**config.mk**
```make
export PLATFORM = sky130hd
export DESIGN_NAME = log_offset_lut_pipe
export DESIGN_NICKNAME = d
export VERILOG_FILES = /design/src/rtl/log_offset_lut_pipe.sv
export SDC_FILE = /design/constraint.sdc
export NUM_CORES = 1
export LEC_CHECK = 0
export BUFFER_PORTS_ARGS = -buffer_cell sky130_fd_sc_hd__buf_4
export CORE_ASPECT_RATIO = 2
export CORE_MARGIN = 5
export CORE_UTILIZATION = 56
export DETAILED_ROUTE_END_ITERATION = 6
export PLACE_DENSITY = 0.73
export SYNTH_ARGS = -nofsm -noshare
export SYNTH_HDL_FRONTEND = slang
export SYNTH_SLANG_ARGS = --single-unit
```
**constraint.sdc**
```tcl
create_clock -name clk -period 2.7 [get_ports clk]
set_input_delay 0.54 -clock clk [delete_from_list [all_inputs] [get_ports clk]]
set_output_delay 0.54 -clock clk [all_outputs]
set_load 0.05 [all_outputs]
```
**src/rtl/log_offset_lut_pipe.sv**
```systemverilog
// Purpose : per-lane lookup of log offsets from a small writable register table.
// Latency : 2 cycles from request acceptance to out_valid; one result per cycle.
// Backpr. : out_ready=0 with a result held stalls both stages; in_ready drops only then.
//
// Ports
//   clk, rst_n              rising-edge clock, asynchronous active-low reset
//   in_valid/in_ready       request handshake, in_idx = LANES packed IDX_W indices
//   out_valid/out_ready     result handshake, out_data = LANES packed DATA_W entries
//   wr_en/wr_addr/wr_data   table write port, commits on any edge with wr_en=1
//   lookup_cnt              wrapping count of delivered results
//
// Optional build macro: LOG_OFFSET_WR_BYPASS_EN -- forward a same-edge table write
// to any lane whose S1 index matches the write address.
module log_offset_lut_pipe #(
  parameter int                IDX_W       = 4,
  parameter int                DATA_W      = 24,
  parameter int                LANES       = 1,
  parameter logic [DATA_W-1:0] DEFAULT_VAL = DATA_W'(24'h100100)
) (
  input  logic                      clk,
  input  logic                      rst_n,
  input  logic                      in_valid,
  output logic                      in_ready,
  input  logic [LANES*IDX_W-1:0]    in_idx,
  output logic                      out_valid,
  input  logic                      out_ready,
  output logic [LANES*DATA_W-1:0]   out_data,
  input  logic                      wr_en,
  input  logic [IDX_W-1:0]          wr_addr,
  input  logic [DATA_W-1:0]         wr_data,
  output logic [15:0]               lookup_cnt
);

  localparam int DEPTH = 2**IDX_W;

  logic [DATA_W-1:0]       lut_q [DEPTH];
  logic                    s1_valid;
  logic [LANES*IDX_W-1:0]  s1_idx;
  logic                    s2_valid;
  logic [LANES*DATA_W-1:0] s2_data;
  logic [LANES*DATA_W-1:0] s2_next;
  logic                    advance;

  // The whole pipe moves as one unit whenever the output slot is free or draining.
  assign advance   = !s2_valid || out_ready;
  assign in_ready  = advance;
  assign out_valid = s2_valid;
  assign out_data  = s2_data;

  // Table: entries 0 and 1 come up as zero, the rest as DEFAULT_VAL.
  always_ff @(posedge clk or negedge rst_n) begin
    if (!rst_n) begin
      for (int i = 0; i < DEPTH; i++) begin
        lut_q[i] <= (i < 2) ? '0 : DEFAULT_VAL;
      end
    end else if (wr_en) begin
      lut_q[wr_addr] <= wr_data;
    end
  end

  // Per-lane read of the S1 index. lut_q holds the pre-write value on the
  // edge a write commits, so without forwarding the older entry is seen.
  always_comb begin
    s2_next = '0;
    for (int k = 0; k < LANES; k++) begin
      s2_next[k*DATA_W +: DATA_W] = lut_q[s1_idx[k*IDX_W +: IDX_W]];
`ifdef LOG_OFFSET_WR_BYPASS_EN
      if (wr_en && (wr_addr == s1_idx[k*IDX_W +: IDX_W])) begin
        s2_next[k*DATA_W +: DATA_W] = wr_data;
      end
`endif
    end
  end

  always_ff @(posedge clk or negedge rst_n) begin
    if (!rst_n) begin
      s1_valid <= 1'b0;
      s1_idx   <= '0;
      s2_valid <= 1'b0;
      s2_data  <= '0;
    end else if (advance) begin
      s2_valid <= s1_valid;
      s2_data  <= s2_next;
      s1_valid <= in_valid;
      s1_idx   <= in_idx;
    end
  end

  always_ff @(posedge clk or negedge rst_n) begin
    if (!rst_n) begin
      lookup_cnt <= 16'd0;
    end else if (s2_valid && out_ready) begin
      lookup_cnt <= lookup_cnt + 16'd1;
    end
  end

endmodule
```
Yosys cells after proc, flatten, opt, wreduce, memory -nomap -nowiden --
Cells that the tools add are included.
Word-level totals: register bits after elaboration 430, bits of input ports 37, output and inout bits 42, word-level logic and storage cells 37
Cells by class: $add $sub $neg 1, magnitude comparators 3, multiplexer cells 6, bitwise operators 2, reductions and logical operators 4
Operators with widths (number):
- $bwmux W384 | 1
- $bmux W24 S4 | 1
- $demux W24 S4 | 1
- $mux W24 | 3
- $add A16 B1 Y16 const B | 1
- $ge A5 B5 Y1 const B | 2
- $not A4 Y5 | 2
- $lt A5 B1 Y1 const B | 1
- $logic_and A1 B1 Y1 | 2
- $logic_not A1 Y1 | 1
- $logic_or A1 B1 Y1 | 1

Longest topological paths before layout --
Gate-level depths: netlist of run 1.
depth after elaboration 6, gate-level depth with buffers 8, depth with buffers taken out 5

Least setup slack after synthesis of run 1 --
OpenSTA, ideal clock, no wires.
path kind register to register, from register s2_valid (netlist: out_valid), to register s2_data[0] (netlist: out_data[0]), setup time 0.069 ns, arrival time 1.866 ns, required time 2.631 ns, slack 0.765 ns, stages on the path, launching flop included 9, buffers on the path 3, period minus slack after synthesis 1.935 ns, path through dfrtp_1 > nor2b_1 > buf_2 > inv_2 > and2_1 > clkbuf_1 > buf_2 > nand3_1 > nand3_1
On the way: word-level cells in the longest chain between the ends 2
RTL lines:
- from (decl) | RTL line 39 | logic s2_valid;
- from (signal assigned) | RTL line 82 | s2_valid <= s1_valid;
- $logic_not A1 Y1 | RTL line 45 | assign advance = !s2_valid || out_ready;
- $logic_or A1 B1 Y1 | RTL line 45
- via in_ready | RTL line 23 | output logic in_ready,
- to (signal assigned) | RTL line 83 | s2_data <= s2_next;
- to (decl) | RTL line 40 | logic [LANES*DATA_W-1:0] s2_data;
The timed path passes the listed nets, and every way through them passes these cells. A chain may end at the register's enable or synchronous reset.

Worst setup path in the final report of run 1 --
from register s2_valid (netlist: out_valid), to output port in_ready
On the way: word-level cells in the longest chain between the ends 2
RTL lines (RTL line):
- $logic_not A1 Y1 | 45
- $logic_or A1 B1 Y1 | 45
- to (decl) | 23
Every way passes these cells.

==> results of run 1 <==
## through the flow
step                      power, W  instance area, um2  utilization, %
final                       0.0190               22200            64.6
after global routing        0.0199               22200            64.6
after CTS                   0.0192               22200            64.6
after detailed placement    0.0134               20900            60.8
after global placement      0.0132               20900            60.8
after floorplan             0.0119               19500               -
## cells in the final DEF (no fill, tap or decap), drive strengths merged
master and count:
diode 3, nand4 27, nor3 2, or2 1
clkbuf 55, buf 133, a22oi 72, clkinvlp 4
and2b 1, and4 1, and3 3, dfstp 28
inv 2, nand2 83, xnor2 11, ha 1
and2 3, bufinv 3, nand3 54, xor2 4
or3 2, dlygate4sd3 1, nor4 1, clkinv 5
nor2 14, nor2b 4, nand2b 3, dfrtp 402
mux2i 192, nand3b 3, mux2 390
## per-layer routing
metal	wire (um)	share of wire (%)	global-route usage (%)	vias up
li1	-	-	-	5222
met1	18700	38	30.4	6207
met2	27100	56	47.3	231
met3	1510	3.1	2.93	79
met4	1260	2.6	9.23	2
met5	13	0.027	0	-
## report_power, final
group / leakage, nW / switching [W] / total, W / internal (W)
clock: 0.631 / 0.00241 / 0.00568 / 0.00327
combinational: 4.32 / 0.00224 / 0.00439 / 0.00215
sequential: 5.24 / 0.000901 / 0.00892 / 0.00802
total: 10.2 / 0.00555 / 0.0190 / 0.0134
## final cells by class
class | instances | share of cell area (%)
multi-input cells | 872 | 37.1
clock inverters | 13 | 0.727
repair buffers | 134 | 5.81
flip-flops and latches | 430 | 48.6
well taps | 441 | 2.48
clock buffers | 55 | 5.17
diodes | 3 | 0.0338
inverters | 1 | 0.0169
## registers in the layout, indices dropped and copies added, names as in the netlist
register    cells
lut_q         384
out_data       24
out_valid       1
lookup_cnt     16
s1_idx          4
s1_valid        1
## worst paths after layout
path                                   to  slack, ns       from  cells after the start
max                              in_ready       0.47  out_valid                      4
min                              s1_valid       0.23   in_valid                      2
max reg2reg                  out_data[21]       0.62  s1_idx[2]                      5
min reg2reg                     out_valid       0.46   s1_valid                      1
max in group asynchronous      lut_q[128]       1.23      rst_n                      3
min in group asynchronous  lookup_cnt[11]       0.54      rst_n                      2
## kinds of logic (layout without fill, tap and decap cells)
| kind of cell | after synthesis | count (layout) | synth area share [%] |
|---|---|---|---|
| and+or+nand+nor | 202 | 202 | 5.17 |
| AOI/OAI and AO/OA | 72 | 72 | 2.77 |
| buffers and inverters | 112 | 203 | 2.85 |
| other | 0 | 3 | 0 |
| DFF | 430 | 430 | 55.3 |
| muxes | 582 | 582 | 33.1 |
| adders and majority gates | 1 | 1 | 0.0641 |
| xor gates and xnor gates | 15 | 15 | 0.673 |
## worst reg2reg max path, stage by stage, from the launching register on
cell and delay, ns:
dfrtp_4 0.94, buf_12 0.35, mux2i_1 0.18, a22oi_1 0.27, nand3_1 0.13, nand3_1 0.14
==> impl_metrics.toml, run 1 <==
[critical_path]
cp.arrival_ns = 1.69
crit_path_cell_trace = "nor2b_2 > inv_2 > buf_4 > buf_4"
cp_common_cell = "buf_4"
required_ns = 2.16
crit_fanout = 7
cp-end-kind = "output pin"
cp_slowest_cell = "dfrtp_1"
setup.worst_path.class = "register to output pin"
cp_num_buf_inv = 3
cp_slowest_stage_delay_ns = 0.39
cp_top_family = "buffers and inverters"
startpoint_type = "register"

[finish]
synthToLayoutAreaGrowth_pct = 13.8
nFillCells = 2647
nets = 1515
layout-drive-gt1-share_pct = 42.3
finalNonFillerCells = 1949
seq_area_um2 = 10800
multi_input_area_um2 = 8240

[place]
dp_cells = 1877
hpwlAfterDp_um = 30600
gp_congestion = 0.791
port_buffers = 78
preCtsSetupSlack_ns = 0.578

[detailed_routing]
avgViaCountPerCell = 6.02
vias = 11741
wirelength_um = 48600
antenna_left = 0
wl_per_cell_um = 24.9
drc = 0
dr.pass1.iters = 5
drtIter0Drc = 681

[global_routing]
grt_pass1_wl_um = 75900
antenna_found_initial = 4
grt_usage_pct = 25.6
overflow = 0
grt_pass1_vias = 12702
grt_max_degree = 71

[logic_synthesis]
yosysWarningCount = 0
ys_ff_latch = 430
syn_inst = 1414
syn_avg_cell_area_um2 = 13.8
yosysMostFrequentCell = "dfrtp_1"
synth_nets = 1452
synth_common_cells = "402 x dfrtp_1, 346 x mux2_2, 192 x mux2i_1, 82 x nand2_1, 72 x a22oi_1"
ys_async_sr_fraction_pct = 100
syn_area_um2 = 19500
synth_edf_count = 0
yosysUniqueCellTypes = 36
synthFlopType = "dfrtp_1"
yosysSeqAreaShare_pct = 55.3
synthTopCellsByArea = "dfrtp_1 52%, mux2_2 20%, mux2i_1 9.9%"
synth_top_cell_by_area = "dfrtp_1"
synth_top_area_share_pct = 51.6

[floorplanning]
initial_core_util_pct = 56.8
pin_count = 79
die_x_um = 142
rows = 96
core_um2 = 34400
die_area_um2 = 38900
die_y_um = 274

[clock_network]
htree_levels = 2
cts_setup_buffers = 0
post_cts_resized = 0
insertion_delay_ns = 0.54
path_clk_slew_ns = 0.07
clock_path_buffers = 3
cts_hold_buf = 1
cts_buffers = 38
cts_root_buffer = "clkbuf_16"
cts_sinks = 430
cts_tree = "built"

[timing]
setup_viol_count_final = 0
drv_slew = 0
clock_skew_ns = 0.0185
slew_headroom_pct = 45.5
min_period_ns = 2.23
finalSetupTns_ns = 0
rsz0062_at_grt = "no"
setup_slack_ns = 0.469
hold_violations = 0
fin_hold_ws_ns = 0.230
timing_worst_slew_pin_value_ns = 0.817
timing.fmax_mhz = 448
timing.final.crit_share_pct = 82.6

[power]
p_per_area_nw_per_um2 = 855
leakage_nw = 10.2
ir_worst_vdd_uv = 560

[hold_path]
hold_path.class = "primary input to register"

[flow_run]
drv_cap = 0

[run_status]
status = "finished, final reports clean"
Power figures use the tool's default switching activity.
==> run 2: changes to the inputs <==
==> constraint.sdc (replaced) <==
create_clock -name clk -period 2.2 [get_ports clk]
set_input_delay 0.44 -clock clk [delete_from_list [all_inputs] [get_ports clk]]
set_output_delay 0.44 -clock clk [all_outputs]
set_load 0.05 [all_outputs]
==> impl_metrics.toml, run 2 (same netlist as run 1, synthesis figures left out) <==
[detailed_routing]
drc = 0
drtIter0Drc = 521
vias = 11880
wirelength_um = 49400
avgViaCountPerCell = 6.10
wl_per_cell_um = 25.4
antenna_left = 0
dr.pass1.iters = 5

[global_routing]
grt_max_degree = 64
overflow = 0
grt_pass1_vias = 12847
grt_usage_pct = 26.1
antenna_found_initial = 3
grt_pass1_wl_um = 77000

[critical_path]
cp-end-kind = "output pin"
setup.worst_path.class = "register to output pin"
startpoint_type = "register"
cp.arrival_ns = 1.66
crit_fanout = 8
required_ns = 1.76

[clock_network]
insertion_delay_ns = 0.54
cts_root_buffer = "clkbuf_16"
clock_path_buffers = 3
path_clk_slew_ns = 0.07
cts_setup_buffers = 0
cts_hold_buf = 1
cts_sinks = 430
cts_buffers = 39
htree_levels = 2
post_cts_resized = 0
cts_tree = "built"

[place]
gp_congestion = 0.759
port_buffers = 78
placed_cell_area_um2 = 21000
hpwlAfterDp_um = 28800

[power]
leakage_nw = 10.2
p_per_area_nw_per_um2 = 1040
ir_worst_vdd_uv = 857

[floorplanning]
die_y_um = 274
rows = 96
die_area_um2 = 38900
die_x_um = 142
pin_count = 79
initial_core_util_pct = 56.8
core_um2 = 34400

[timing]
hold_violations = 0
timing.final.crit_share_pct = 95.5
timing.fmax_mhz = 476
min_period_ns = 2.10
timing_worst_slew_pin_value_ns = 0.485
clock_skew_ns = 0.0194
fin_hold_ws_ns = 0.129
slew_headroom_pct = 67.6
finalSetupTns_ns = 0
drv_slew = 0
rsz0062_at_grt = "no"
setup_viol_count_final = 0

[flow_run]
drv_cap = 0

[finish]
multi_input_area_um2 = 8240
synthToLayoutAreaGrowth_pct = 14.1
largest_reg_flops = 384
final_common_cell = "dfrtp_1"
final_util_pct = 64.8
regMostFlops = "lut_q"
layout-drive-gt1-share_pct = 41.7
seq_area_um2 = 10800
stdcell_area_um2 = 22300
nets = 1513
nFillCells = 2605
final_cell_mix = "401 x dfrtp_1, 346 x mux2_2, 192 x mux2i_1"

[hold_path]
hold_path.class = "primary input to register"

[run_status]
status = "finished, final reports clean"
==> run 2: cell count changes in the layout (fill, tap and decap cells not counted), sizes merged <==
cell,delta
clkbuf,+10
bufinv,-2
clkinvlp,-4
buf,-3
clkinv,-1
==> run 2: critical path, cell delays in order (launching register included) <==
cell     delay (ns)
dfrtp_1        0.41
nor2b_2        0.18
inv_2          0.27
buf_4          0.27
==> run 2: area by class of cell <==
type                    instances  share of cell area, %
diodes                          3                 0.0337
clock buffers                  65                   5.37
clock inverters                 6                  0.275
inverters                       1                 0.0169
multi-input cells             872                   37.0
flip-flops and latches        430                   48.5
well taps                     441                   2.48
repair buffers                131                   6.26
==> run 2: worst paths after layout <==
path | startpoint | endpoint | slack, ns | cells after the start
worst max-delay path | out_valid | in_ready | 0.1 | 3
worst min-delay path | in_idx[0] | s1_idx[0] | 0.13 | 2
worst max register to register | out_valid | out_data[6] | 0.36 | 6
worst min register to register | s1_valid | out_valid | 0.47 | 1
max in group asynchronous | rst_n | lut_q[44] | 0.99 | 3
min in group asynchronous | rst_n | lookup_cnt[11] | 0.40 | 2
==> run 2: per-stage QoR <==
| step | setup WS [ns] | std cells | power [W] |
|---|---|---|---|
| 2_1_floorplan | 0.265 | 1414 | 0.0146 |
| 3_3_place_gp | 0.274 | 1874 | 0.0162 |
| 3_5_place_dp | 0.254 | 1874 | 0.0165 |
| 4_1_cts | 0.0930 | 1946 | 0.0233 |
| 5_1_grt | 0.0697 | 1949 | 0.0242 |
| 6_report | 0.0981 | 1949 | 0.0231 |
==> run 2: power by group <==
| group | internal [W] | leakage (nW) | switching (W) |
|---|---|---|---|
| Combinational | 0.00265 | 4.35 | 0.00276 |
| Clock | 0.00384 | 0.618 | 0.00293 |
| Sequential | 0.00985 | 5.24 | 0.00108 |
==> run 2: layer usage <==
metal | share of wire (%) | track usage [%]
met2 | 55 | 48.0
met3 | 2.8 | 2.81
met5 | 0 | 0
met1 | 38 | 30.6
met4 | 4.1 | 10.7
